===== src/rtl/microcode_sequencer_pkg.sv =====
// Shared constants for the microcode sequencer: control-bit positions, ROM word layout,
// FSM encodings and the microprogram image. COND_BRANCH_EN adds ALU flags to the ROM index.
package microcode_sequencer_pkg;

    localparam int MC_SIG_WIDTH    = 42;
    localparam int MC_OPCODE_WIDTH = 8;
    localparam int MC_STEP_WIDTH   = 4;
    localparam int MC_FLAG_WIDTH   = 4;
    localparam int MC_WORD_WIDTH   = MC_SIG_WIDTH + 2;
    localparam int MC_ROM_AW_MAX   = MC_FLAG_WIDTH + MC_OPCODE_WIDTH + MC_STEP_WIDTH;

    // Control-word bit positions; END and HLT sit just above the datapath signals.
    localparam int SIG_PC_TICK    = 0;
    localparam int SIG_PC_LOAD    = 1;
    localparam int SIG_PC_OUT     = 2;
    localparam int SIG_REG_A_LOAD = 3;
    localparam int SIG_REG_B_LOAD = 4;
    localparam int SIG_ALU_OUT    = 5;
    localparam int SIG_MEM_OUT    = 7;
    localparam int SIG_MAR_LOAD   = 9;
    localparam int SIG_DIAG_LSB   = 16;
    localparam int SIG_IR_LOAD    = 41;
    localparam int MC_END_BIT     = MC_SIG_WIDTH;
    localparam int MC_HLT_BIT     = MC_SIG_WIDTH + 1;

    // Flag vector is {V,N,Z,C}.
    localparam int FLAG_Z = 1;

    localparam logic [1:0] ST_START = 2'd0;
    localparam logic [1:0] ST_RUN   = 2'd1;
    localparam logic [1:0] ST_HALT  = 2'd2;

    // Microprogram image indexed by {flags, opcode, step}. Steps 0..1 are the shared fetch.
    function automatic logic [MC_WORD_WIDTH-1:0] microcode_word(
        input logic [MC_ROM_AW_MAX-1:0] addr
    );
        logic [MC_FLAG_WIDTH-1:0]   flags;
        logic [MC_OPCODE_WIDTH-1:0] op;
        logic [MC_STEP_WIDTH-1:0]   st;
        logic [MC_WORD_WIDTH-1:0]   w;
        flags = addr[MC_ROM_AW_MAX-1 -: MC_FLAG_WIDTH];
        op    = addr[MC_STEP_WIDTH +: MC_OPCODE_WIDTH];
        st    = addr[MC_STEP_WIDTH-1:0];
        w     = '0;
        if (st == 4'd0) begin
            w[SIG_PC_OUT]   = 1'b1;
            w[SIG_MAR_LOAD] = 1'b1;
        end else if (st == 4'd1) begin
            w[SIG_MEM_OUT]  = 1'b1;
            w[SIG_IR_LOAD]  = 1'b1;
            w[SIG_PC_TICK]  = 1'b1;
        end else begin
            case (op)
                // Diagnostic opcode: never ends, shows its step on the diag nibble.
                8'h07: begin
                    w[SIG_REG_A_LOAD] = 1'b1;
                    w[SIG_DIAG_LSB +: MC_STEP_WIDTH] = st;
                end
                8'h2A: begin
                    if (st == 4'd2) begin
                        w[SIG_MEM_OUT]    = 1'b1;
                        w[SIG_REG_A_LOAD] = 1'b1;
                    end else begin
                        w[SIG_ALU_OUT]    = 1'b1;
                        w[SIG_REG_B_LOAD] = 1'b1;
                        w[MC_END_BIT]     = 1'b1;
                    end
                end
                8'h30: begin
                    w[MC_END_BIT] = 1'b1;
                    if (flags[FLAG_Z]) begin
                        w[SIG_PC_LOAD] = 1'b1;
                        w[SIG_MEM_OUT] = 1'b1;
                    end else begin
                        w[SIG_PC_TICK] = 1'b1;
                    end
                end
                8'hFF: begin
                    w[MC_HLT_BIT]  = 1'b1;
                    w[MC_END_BIT]  = 1'b1;
                    w[SIG_PC_TICK] = 1'b1;
                end
                default: w[MC_END_BIT] = 1'b1;
            endcase
        end
        return w;
    endfunction

endpackage


===== src/rtl/microcode_sequencer_rom.sv =====
// Asynchronous-read microcode ROM; narrower address builds see the flag field as zero.
module microcode_sequencer_rom
    import microcode_sequencer_pkg::*;
#(
    parameter int WIDTH      = MC_WORD_WIDTH,
    parameter int ADDR_WIDTH = MC_OPCODE_WIDTH + MC_STEP_WIDTH
) (
    input  logic [ADDR_WIDTH-1:0] addr,
    output logic [WIDTH-1:0]      data
);

    logic [MC_ROM_AW_MAX-1:0] full_addr;

    assign full_addr = MC_ROM_AW_MAX'(addr);
    assign data      = WIDTH'(microcode_word(full_addr));

endmodule


===== src/rtl/microcode_sequencer.sv =====
// Microcode sequencer: IR, micro-step counter and START/RUN/HALT FSM driving the
// registered control word. Define COND_BRANCH_EN to index the ROM with ALU flags.
module microcode_sequencer
    import microcode_sequencer_pkg::*;
#(
    parameter int SIG_WIDTH    = MC_SIG_WIDTH,
    parameter int OPCODE_WIDTH = MC_OPCODE_WIDTH,
    parameter int STEP_WIDTH   = MC_STEP_WIDTH,
    parameter int IR_LOAD_BIT  = SIG_IR_LOAD
) (
    input  logic                    clk,
    input  logic                    reset,
    input  logic [OPCODE_WIDTH-1:0] bus_in,
`ifdef COND_BRANCH_EN
    input  logic [3:0]              flags_in,
`endif
    output logic [SIG_WIDTH-1:0]    signals,
    output logic [OPCODE_WIDTH-1:0] opcode,
    output logic [STEP_WIDTH-1:0]   step,
    output logic                    halted,
    output logic                    step_err
);

`ifdef COND_BRANCH_EN
    localparam int ROM_AW = MC_FLAG_WIDTH + OPCODE_WIDTH + STEP_WIDTH;
`else
    localparam int ROM_AW = OPCODE_WIDTH + STEP_WIDTH;
`endif
    localparam int WORD_W = SIG_WIDTH + 2;

    logic [1:0]              state_q, state_d;
    logic [WORD_W-1:0]       word_q, word_d;
    logic [OPCODE_WIDTH-1:0] ir_q, ir_d, ir_next;
    logic [STEP_WIDTH-1:0]   step_q, step_d, step_next;
    logic                    step_err_q, step_err_d;
    logic [ROM_AW-1:0]       rom_addr;
    logic [WORD_W-1:0]       rom_word;

    microcode_sequencer_rom #(
        .WIDTH      (WORD_W),
        .ADDR_WIDTH (ROM_AW)
    ) u_rom (
        .addr (rom_addr),
        .data (rom_word)
    );

    // The IR load lands on the same edge that selects the new opcode's word.
    always_comb begin
        ir_next   = word_q[IR_LOAD_BIT] ? bus_in : ir_q;
        step_next = word_q[SIG_WIDTH] ? '0 : step_q + 1'b1;
        if (state_q == ST_START) begin
            rom_addr = '0;
        end else begin
`ifdef COND_BRANCH_EN
            rom_addr = {flags_in, ir_next, step_next};
`else
            rom_addr = {ir_next, step_next};
`endif
        end
    end

    always_comb begin
        // NOTE: every always_comb target gets a default first so no latch is inferred.
        state_d    = state_q;
        word_d     = word_q;
        ir_d       = ir_q;
        step_d     = step_q;
        step_err_d = step_err_q;
        case (state_q)
            ST_START: begin
                word_d  = rom_word;
                state_d = ST_RUN;
            end
            ST_RUN: begin
                // HLT outranks END; IR and step freeze where they are.
                if (word_q[SIG_WIDTH+1]) begin
                    word_d  = '0;
                    state_d = ST_HALT;
                end else begin
                    ir_d   = ir_next;
                    step_d = step_next;
                    word_d = rom_word;
                    if (!word_q[SIG_WIDTH] && (&step_q)) begin
                        step_err_d = 1'b1;
                    end
                end
            end
            ST_HALT: word_d = '0;
            default: begin
                word_d  = '0;
                state_d = ST_START;
            end
        endcase
    end

    // NOTE: sequential state uses non-blocking assignments so all flops update together.
    always_ff @(posedge clk or posedge reset) begin
        if (reset) begin
            state_q    <= ST_START;
            word_q     <= '0;
            ir_q       <= '0;
            step_q     <= '0;
            step_err_q <= 1'b0;
        end else begin
            state_q    <= state_d;
            word_q     <= word_d;
            ir_q       <= ir_d;
            step_q     <= step_d;
            step_err_q <= step_err_d;
        end
    end

    assign signals  = word_q[SIG_WIDTH-1:0];
    assign opcode   = ir_q;
    assign step     = step_q;
    assign halted   = (state_q == ST_HALT);
    assign step_err = step_err_q;

endmodule


===== config.mk =====
export PLATFORM = sky130hd
export DESIGN_NAME = microcode_sequencer
export DESIGN_NICKNAME = d
export VERILOG_FILES = /design/src/rtl/microcode_sequencer_pkg.sv /design/src/rtl/microcode_sequencer_rom.sv /design/src/rtl/microcode_sequencer.sv
export SDC_FILE = /design/constraint.sdc
export NUM_CORES = 1
export LEC_CHECK = 0
export CAP_MARGIN = 20
export CORE_MARGIN = 2
export CORE_UTILIZATION = 45
export CTS_CLUSTER_DIAMETER = 200
export DETAILED_ROUTE_END_ITERATION = 7
export PLACE_DENSITY = 0.8
export SLEW_MARGIN = 20
export SYNTH_ARGS = -nofsm -noshare
export SYNTH_HDL_FRONTEND = slang
export SYNTH_SLANG_ARGS = --single-unit

===== constraint.sdc =====
create_clock -name clk -period 3.6 [get_ports clk]
set_input_delay 0.36 -clock clk [delete_from_list [all_inputs] [get_ports clk]]
set_output_delay 0.36 -clock clk [all_outputs]
set_load 0.01 [all_outputs]

==> results.txt <==
----------------------------------------------------
[Die]
  Die Span Y ... 64.45 um
  Area of the core ... 0.003416 mm^2
  FP Rows ... 21
  I/O Pins ... 66
  Full die area ... 0.004153 mm^2
  Horizontal extent of the die ... 64.45 um
  Effective utilization at floorplan ... 0.4813

[Global route]
  Largest net degree at the start of global routing ... 28
  Initial antenna violation count ... 0
  Overall track demand over capacity in global routing ... 0.1556
  Wire length of the first global-routing pass ... 5133 um
  Remaining Overflow, GRT ... 0
  Vias in the first global route ... 1111

[Clock network]
  Number of setup buffers added after CTS ... 0
  TritonCTS clock tree ... done
  Number of levels the H-tree was split into ... 1
  Resized Gates After CTS ... 0
  Source-to-sink clock delay at the later pin of the worst-skew pair ... 0.32 ns
  Number of buffers created by CTS ... 3
  Clock transition at the registers of the reported paths ... 0.14 ns
  Clock Tree Root ... clkbuf_4
  Clock sink count ... 27
  Hold-fix buffers, CTS ... 0
  Clk buf depth ... 2

[Timing]
  Pin slew with the least headroom to its limit ... 0.5577 ns
  Total Neg Setup Slack ... 0 ns
  Setup repair after global routing missed its margin ... no
  Worst slew slack as a fraction of its limit ... 0.6276
  Clock Skews ... 0.001237 ns
  Final Cycle Share ... 0.5676
  Number of slew-limit violations in the final report ... 0
  Maximum clock frequency ... 0.4894 GHz
  Post-layout min period ... 2.043 ns
  Number of failing hold endpoints at the final stage ... 0
  Setup slack of the critical path after layout ... 1.557 ns
  Total of endpoints with negative setup slack in the final report ... 0

[Synthesis]
  Area of the mapped netlist ... 0.001644 mm^2
  Synthesis warning total ... 0
  Share of async-settable or async-resettable flops after synthesis ... 1.000
  Count of cell types in the netlist ... 40
  Count of mapped cells out of synthesis ... 176
  Sequential-to-total area share from yosys stat ... 0.4110
  Library cell with the highest instance count after synthesis ... buf_4
  Synth top cells by count ... buf_4 (42), dfrtp_1 (27), nor2_1 (17)
  EDFF count, synth ... 0
  Share of the synthesized area in the top cell type ... 0.4110
  Avg Cell Area, Syn ... 9.341 um^2
  Leading area contributor after synthesis ... dfrtp_1
  Main flop type after synthesis ... dfrtp_1
  Biggest area contributors in the synthesized netlist ... dfrtp_1 (41%), buf_4 (19%), mux2_2 (4.8%)
  Flip-flop and latch count after synthesis ... 27

[Route]
  Remaining design rule violation count ... 0
  Detailed Route WL ... 2933 um
  Iter 0 DRT Violations ... 29
  Avg Vias per Cell ... 4.971
  Number of vias in the routed layout ... 1208
  Average routed wire per standard cell ... 12.07 um
  DRT antenna net count ... 0
  Length of the first detailed-routing pass in iterations ... 4

[Placed design]
  Worst-case setup slack after placement ... 1.589 ns
  Routability congestion estimate ... 0.8681
  Cell Area, Placed ... 0.001824 mm^2
  IO buf count ... 35
  Half-perimeter wire length after detailed placement ... 2199 um

[Layout]
  Area of the multi-input gates ... 721.9 um^2
  Post-layout nets ... 209
  Reg area ... 675.6 um^2
  Fraction of the core area covered by cells at the end of the flow ... 0.5418
  Total inserted antenna cells ... 0
  Ratio of cells with drive above 1 in the final layout ... 0.08122
  Area grow syn2layout ... 12.56%
  Post-layout instance area ... 0.001851 mm^2
  # fillers ... 324

[Critical path]
  Maximum fanout encountered on the critical timing path ... 10
  Endpoint kind of the worst setup timing path ... register
  Endpoint arrival time on the critical path ... 2.26 ns
  Required time of the critical path ... 3.81 ns
  Type of the worst setup path ... reg -> reg
  Startpoint type of the worst setup path ... register

[Pwr]
  Leakage power of the design ... 0.0008000 uW
  Power density cells ... 696.1 mW/mm^2
  IR Drop Worst-Case VDD ... 0.3523 mV
  Overall power consumption ... 1288 uW

[Flow run]
  Number of max-capacitance violations reported ... 0

[Worst hold path]
  Classification of the worst-slack hold path ... in -> async

[Status]
  Run status ... finished clean

----------------------------------------------------
[state kept, by name (all words and copies together), names as in the netlist]
signal and cells:
state_q 2, step_err 1, step 4, word_q 12
opcode 8
[layout by cell type, fill, tap and decap left out, drive strengths merged, types with 5 or more instances in the layout]
cell type / synthesis / layout
a21oi: 8 / 8
clkdlybuf4s50: 0 / 35
conb: 1 / 30
dfrtp: 27 / 27
inv: 5 / 5
mux2: 10 / 10
nand2: 12 / 12
nand3: 5 / 5
nor2: 18 / 18
o21ai: 10 / 10
[worst max-delay path: stages, from the launching register on]
cell and delay [ns]:
dfrtp_1 0.55, ha_1 0.32, and2_4 0.19, nand2_2 0.05, o221a_4 0.32, o41ai_1 0.40, nor2_1 0.09
[routing by layer]
layer	wire length [um]	vias up	global-route usage
li1	-	577	-
met1	1268	572	0.2106
met2	1448	54	0.2591
met3	168	5	0.01736
met4	48	0	0.05585
met5	0	-	0
[final timing paths]
check                      slack [ns]               endpoint  cells after the start                 start
max reg2reg                      1.56    word_q[5]$_DFF_PP0_                      6   step[0]$_DFFE_PP0P_
min                              0.39  opcode[5]$_DFFE_PP0P_                      2                 reset
min reg2reg                      0.49   step_err$_DFFE_PP0P_                      1  step_err$_DFFE_PP0P_
max                              1.56    word_q[5]$_DFF_PP0_                      6   step[0]$_DFFE_PP0P_
max in group asynchronous        2.85   word_q[18]$_DFF_PP0_                      2                 reset
min in group clk                 0.49   step_err$_DFFE_PP0P_                      1  step_err$_DFFE_PP0P_
[metrics by stage]
stage	hold WS, ns	instances
after global routing	0.4444	243
after floorplan	0.4127	205
after detailed placement	0.4609	239
final	0.3858	243
after CTS	0.4930	243
after global placement	0.4544	239
[report_power, final]
group	switching, uW	total, uW	leakage [uW]	internal, uW
Sequential	118	509	0.000345	391
Clock	86.4	130	0.0000150	43.5
Combinational	311	649	0.000440	338
[logic make-up after synthesis]
group	after synthesis	share of synthesized area
flops	27	0.4110
compound gates	26	0.09970
simple gates	55	0.1720
xor+xnor	2	0.01066
other cells	1	0.002281
fa+ha+maj	1	0.007609
buf+inv	52	0.2161
mux	12	0.08067
[cell type report]
type,count,share of cell area
Sequential cell,27,0.3651
Clock buffer,4,0.01420
Multi-Input combinational cell,126,0.3901
Inverter,5,0.01014
Timing Repair Buffer,35,0.1893
Tap cell,46,0.03110
Note: power is estimated with default switching activity, not from simulation.
